[src/rtl/mul_pkg.sv]
// mul_pkg
//   Shared declarations for the shift-and-add multiplier slice.
//   - mul_state_t       : controller state encoding (IDLE, RUN, DONE), 2 bits
//   - MUL_WIDTH_DEFAULT : default operand width of the MUL unit
//   - mul_cnt_width     : width of the iteration counter for a given operand width
package mul_pkg;

  localparam int MUL_WIDTH_DEFAULT = 32;

  typedef enum logic [1:0] {
    IDLE = 2'd0,
    RUN  = 2'd1,
    DONE = 2'd2
  } mul_state_t;

  // The counter spans 0..WIDTH-1, so ceil(log2(WIDTH)) bits suffice.
  // A floor of 1 keeps the declaration legal for the smallest widths.
  function automatic int mul_cnt_width(input int width);
    return (width > 2) ? $clog2(width) : 1;
  endfunction

endpackage

[src/rtl/full_adder.sv]
// full_adder
//   One-bit full adder cell, the building block of the shared ripple adder.
//   Ports:
//     a, b  : addend bits
//     cin   : carry in
//     s     : sum bit
//     cout  : carry out
module full_adder (
  input  logic a,
  input  logic b,
  input  logic cin,
  output logic s,
  output logic cout
);

  // Classic sum / majority-carry form.
  assign s    = a ^ b ^ cin;
  assign cout = (a & b) | (a & cin) | (b & cin);

endmodule

[src/rtl/ripple_adder.sv]
// ripple_adder
//   WIDTH-bit ripple-carry adder built from a chain of full_adder cells.
//   The multiplier controller owns a single instance and reuses it every
//   iteration.
//   Ports:
//     A, B : WIDTH-bit addends
//     cin  : carry into bit 0
//     P    : WIDTH-bit sum
//     cout : carry out of the top bit
module ripple_adder #(
  parameter int WIDTH = 32
) (
  input  logic [WIDTH-1:0] A,
  input  logic [WIDTH-1:0] B,
  input  logic             cin,
  output logic [WIDTH-1:0] P,
  output logic             cout
);

  logic [WIDTH:0] carry;

  assign carry[0] = cin;

  // Carry ripples from bit 0 upwards; each cell feeds the next.
  for (genvar i = 0; i < WIDTH; i++) begin : g_bit
    full_adder u_fa (
      .a    (A[i]),
      .b    (B[i]),
      .cin  (carry[i]),
      .s    (P[i]),
      .cout (carry[i+1])
    );
  end

  assign cout = carry[WIDTH];

endmodule

[src/rtl/shift_add_mul_ctrl.sv]
// shift_add_mul_ctrl
//   Sequential unsigned multiplier. One WIDTH-bit ripple adder is shared
//   across WIDTH shift-and-add iterations; operands arrive on a valid/ready
//   handshake and the 2*WIDTH-bit product leaves on a second one.
//
//   Ports:
//     clk        : clock, all state changes on the rising edge
//     rst_n      : asynchronous active-low reset
//     in_valid   : operand pair valid
//     in_ready   : block can accept operands (IDLE only)
//     a, b       : unsigned multiplicand / multiplier, sampled at accept
//     out_valid  : product valid (DONE only)
//     out_ready  : consumer accepts the product
//     product    : registered result a*b, held stable in DONE
//     busy       : controller is not in IDLE
//
//   Optional feature macro: MUL_EARLY_TERM_EN
//     When defined, a RUN cycle whose remaining multiplier bits are all zero
//     finishes immediately by barrel-shifting the partial result into place.
//     When undefined, every operation takes exactly WIDTH RUN cycles and no
//     shifter is built. The product value is the same either way.
module shift_add_mul_ctrl
  import mul_pkg::*;
#(
  parameter int WIDTH = MUL_WIDTH_DEFAULT
) (
  input  logic               clk,
  input  logic               rst_n,
  input  logic               in_valid,
  output logic               in_ready,
  input  logic [WIDTH-1:0]   a,
  input  logic [WIDTH-1:0]   b,
  output logic               out_valid,
  input  logic               out_ready,
  output logic [2*WIDTH-1:0] product,
  output logic               busy
);

  localparam int CW = mul_cnt_width(WIDTH);

  mul_state_t         state;
  logic [CW-1:0]      cnt;
  logic [2*WIDTH-1:0] acc;
  logic [WIDTH-1:0]   mcand;

  logic [WIDTH-1:0]   add_p;
  logic               add_c;
  logic [WIDTH:0]     sum;
  logic [2*WIDTH-1:0] acc_next;
  logic               last_iter;

  logic               early_done;
  logic [2*WIDTH-1:0] early_prod;

  // The one shared adder: upper half of the accumulator plus the multiplicand.
  // Carry-in is tied low because only unsigned accumulation is needed.
  ripple_adder #(
    .WIDTH (WIDTH)
  ) u_adder (
    .A    (acc[2*WIDTH-1:WIDTH]),
    .B    (mcand),
    .cin  (1'b0),
    .P    (add_p),
    .cout (add_c)
  );

  // One shift-and-add step. The low accumulator bit is the current
  // multiplier bit; when it is set the adder result (with its carry as the
  // new top bit) replaces the upper half. The whole thing then shifts right
  // by one, which absorbs the carry and retires the used multiplier bit.
  always_comb begin
    sum       = {1'b0, acc[2*WIDTH-1:WIDTH]};
    if (acc[0]) begin
      sum = {add_c, add_p};
    end
    acc_next  = {sum, acc[WIDTH-1:1]};
    last_iter = (cnt == CW'(WIDTH - 1));
  end

`ifdef MUL_EARLY_TERM_EN
  logic [WIDTH-1:0] rem_mask;
  logic [CW:0]      shamt;

  // After cnt iterations the low WIDTH-cnt accumulator bits are the
  // multiplier bits still to be processed, and the finished partial product
  // sits WIDTH-cnt positions above its final place. If those remaining bits
  // are all zero, no further adds can change the result, so shifting down by
  // WIDTH-cnt yields the final product right now.
  always_comb begin
    rem_mask   = {WIDTH{1'b1}} >> cnt;
    early_done = ((acc[WIDTH-1:0] & rem_mask) == '0);
    shamt      = (CW+1)'(WIDTH) - {1'b0, cnt};
    early_prod = acc >> shamt;
  end
`else
  assign early_done = 1'b0;
  assign early_prod = '0;
`endif

  // Controller FSM. Handshake flags and busy are registered alongside the
  // state so that they depend on state only, never on inputs.
  // IDLE accepts a pair, RUN iterates once per cycle, DONE holds the product
  // until the consumer takes it. Reset discards any operation in flight.
  always_ff @(posedge clk or negedge rst_n) begin
    if (!rst_n) begin
      state     <= IDLE;
      cnt       <= '0;
      acc       <= '0;
      mcand     <= '0;
      product   <= '0;
      in_ready  <= 1'b1;
      out_valid <= 1'b0;
      busy      <= 1'b0;
    end else begin
      case (state)
        IDLE: begin
          if (in_valid) begin
            mcand    <= a;
            acc      <= {{WIDTH{1'b0}}, b};
            cnt      <= '0;
            state    <= RUN;
            in_ready <= 1'b0;
            busy     <= 1'b1;
          end
        end

        RUN: begin
          if (early_done) begin
            product   <= early_prod;
            state     <= DONE;
            out_valid <= 1'b1;
          end else begin
            acc <= acc_next;
            cnt <= cnt + CW'(1);
            if (last_iter) begin
              product   <= acc_next;
              state     <= DONE;
              out_valid <= 1'b1;
            end
          end
        end

        DONE: begin
          if (out_ready) begin
            state     <= IDLE;
            out_valid <= 1'b0;
            in_ready  <= 1'b1;
            busy      <= 1'b0;
          end
        end

        default: begin
          state     <= IDLE;
          out_valid <= 1'b0;
          in_ready  <= 1'b1;
          busy      <= 1'b0;
        end
      endcase
    end
  end

endmodule

[config.mk]
export PLATFORM = sky130hd
export DESIGN_NAME = shift_add_mul_ctrl
export DESIGN_NICKNAME = d
export VERILOG_FILES = /design/src/rtl/mul_pkg.sv /design/src/rtl/full_adder.sv /design/src/rtl/ripple_adder.sv /design/src/rtl/shift_add_mul_ctrl.sv
export SDC_FILE = /design/constraint.sdc
export NUM_CORES = 1
export LEC_CHECK = 0
export CAP_MARGIN = 5
export CORE_MARGIN = 5
export CORE_UTILIZATION = 55
export DETAILED_ROUTE_END_ITERATION = 8
export PLACE_DENSITY = 0.8
export SYNTH_ARGS = -nofsm -noshare
export SYNTH_HDL_FRONTEND = slang
export SYNTH_HIERARCHICAL = 1
export SYNTH_SLANG_ARGS = --single-unit
[constraint.sdc]
create_clock -name clk -period 22.7 [get_ports clk]
set_input_delay 6.81 -clock clk [delete_from_list [all_inputs] [get_ports clk]]
set_output_delay 6.81 -clock clk [all_outputs]
set_load 0.02 [all_outputs]
==> impl_metrics.toml <==
[floorplanning]
dieHeight_um = 129.1
ios = 135
num_rows = 43
dieArea_sq_um = 16670
floorplan.die.width_um = 129.1
initial_core_util_pct = 56.21
coreArea_sq_um = 13880

[grt]
grt_pass1_vias = 5412
grt_overflow = 0
grt_pass1_wl_mm = 27.81
grt_max_degree = 94
grt_antenna_before_repair = 1
grt_use_total_pct = 21.15

[power_and_ir_drop]
total_power_mw = 1.474
power_density_nw_per_um2 = 152.5
peakVddDrop_uv = 73.06
power.leakage_nw = 4.288

[timing]
setup_viol = 0
fmax_ghz = 0.07246
post-route-min-period_ns = 13.80
rsz0062_at_grt = "false"
slew_headroom_pct = 33.81
fin_setup_tns_ns = 0
drv_slew = 0
fin_ws_ns = 8.899
hold_viol = 0
final.setup_skew_ns = 0.006529
fin_crit_sh_pct = 60.80
tightest_slew_ns = 0.9928

[finish]
final_core_util_pct = 69.64
fin_area_sq_um = 9667
drive_above_1_share_pct = 14.36
final_nets = 828
antenna_cells = 0
area_delta_synth_final_pct = 23.89

[clock_network]
cts_hold_buf = 0
post_cts_resized = 0
clk_root_buffer_cell = "clkbuf_16"
htreeDepth = 4
cts_buffers = 17
post_cts_buffers = 0
clock-sinks = 170
clk_pin_slew_ns = 0.06
cts_tree = "built"
clk_latency_ns = 0.41
clock_path_buffers = 2

[place]
dpl.hpwl_mm = 11.18
place.port_buffers = 134
finalWeightedCongestion = 0.8164
place_area_sq_um = 9126
place_ws_ns = 9.018

[synthesis]
synth_cells = 606
postSynthAreaPerCell_sq_um = 12.88
synthTopCellsByArea = "dfrtp_1, mux2_4, fa_1, nand2_1, mux2i_1"
ys_warn_count = 6
ys_seq_area_share_pct = 54.54
synthesis.nets = 708
synth_cell_types = 36
syn-cell-area_sq_um = 7802
synth-seq-cells = 170
synth_largest_area_cell = "dfrtp_1"
synth_top_area_share_pct = 54.20

[drt]
vias = 5131
drt-initial-drc-count = 381
ant_nets = 0
routedWlPerCell_um = 18.23
wl_mm = 16.74
drtPass1Iterations = 5
drc = 0
viasPerCell = 5.589

[outcome]
status = "finished clean"

[worst_setup_path]
crit_arrival_ns = 14.13
path_max_fanout = 3
worstPathRequired_ns = 23.02
worst-path-buf-inv = 0
end_kind = "flip-flop"
path_class = "flip-flop to flip-flop"
crit_family = "adder cells"
start_kind = "flip-flop"
worst_path_most_repeated_cell = "fa_1"
slowest_delay_ns = 0.49
crit_path_top_delay_cell = "fa_1"

[flow_run]
cap_violations = 0

[worst_hold_path]
holdCritPathClass = "flip-flop to flip-flop"
[per-layer routing]
layer  vias to the layer above  routed length, um  GRT usage [%]
met4                         2                283          6.794
met3                        25               1019          5.111
met2                       165               8377          34.39
met5                         -                 13              0
met1                      2611               7044          28.36
li1                       2328                  -              -
[metrics by stage]
stage / cells / hold WS [ns]
4_1_cts: 917 / 0.4775
6_report: 918 / 0.4705
2_1_floorplan: 606 / 0.4305
3_5_place_dp: 886 / 0.4556
5_1_grt: 918 / 0.5039
3_3_place_gp: 886 / 0.4465
[cell usage after synthesis, drive strengths merged]
master and number:
a221oi 1, conb 1, o21bai 2, nor3 2, a22oi 31, ha 2, o21ai 102, dfrtp 169
inv 2, nor2 3, nand2b 2, mux2i 33, fa 32, nor2b 2, buf 33, and3 1
o22ai 1, nor3b 1, nand4 1, clkbuf 8, a21o 1, nand3b 1, dfstp 1, a21oi 3
nand2 109, mux2 62
[cell type report]
type / instances / area (sq um)
Multi-Input combinational cell: 393 / 3242
Inverter: 2 / 7.507
Sequential cell: 170 / 4257
Clock inverter: 7 / 43.79
Timing Repair Buffer: 142 / 1410
Tap cell: 180 / 225.2
Clock buffer: 24 / 481.7
Fill cell: 966 / 4214
[report_power, final]
part	switching, mW	internal [mW]
clock	0.112	0.147
sequential	0.127	0.451
combinational	0.305	0.331
[final timing paths]
kind | start | to | slack (ns) | cells after the start
min in group asynchronous | rst_n | acc[17] | 6.45 | 1
max | acc[32] | acc[62] | 8.90 | 34
max in group asynchronous | rst_n | acc[25] | 14.71 | 2
min reg2reg | cnt[3] | cnt[3] | 0.47 | 1
max reg2reg | acc[32] | acc[62] | 8.90 | 34
min | cnt[3] | cnt[3] | 0.47 | 1
[registers in the layout, indices dropped and copies added, names as in the netlist]
register	cells
cnt	5
out_valid	1
in_ready	1
acc	64
busy	1
product	64
state	2
mcand	32
[worst register-to-register path: cells and delay by family, from the launching register on]
| family | cells | cell delay [ns] |
|---|---|---|
| adder cells (fa/ha/maj) | 32 | 13.02 |
| AO/OA/AOI/OAI | 1 | 0.21 |
| multiplexers | 1 | 0.07 |
| flip-flops | 1 | 0.41 |
[cells in the final DEF, fill, tap and decap left out, types with 2 or more instances in the layout]
master and instances:
o21ai_0 48, clkbuf_16 17, fa_1 32, clkinvlp_4 2
mux2i_1 33, inv_1 2, clkinv_2 4, a22oi_1 31
clkbuf_8 3, nor2_1 2, o21ai_1 54, mux2_4 57
nor3_1 2, clkdlybuf4s50_1 133, clkbuf_1 4, mux2_2 5
dfrtp_1 168, a21oi_1 3, ha_1 2, buf_4 7
nand2_1 109
[cell families after synthesis]
group                      count (synthesis)  synth area share (%)
AOI/OAI and AO/OA                        141                 10.33
other                                      1               0.04806
DFF                                      170                 54.54
muxes                                     95                 15.92
and+or+nand+nor                          122                 6.591
adders and majority gates                 34                 8.531
buffers and inverters                     43                 4.041
No activity file was read; power rests on OpenSTA's default activity.
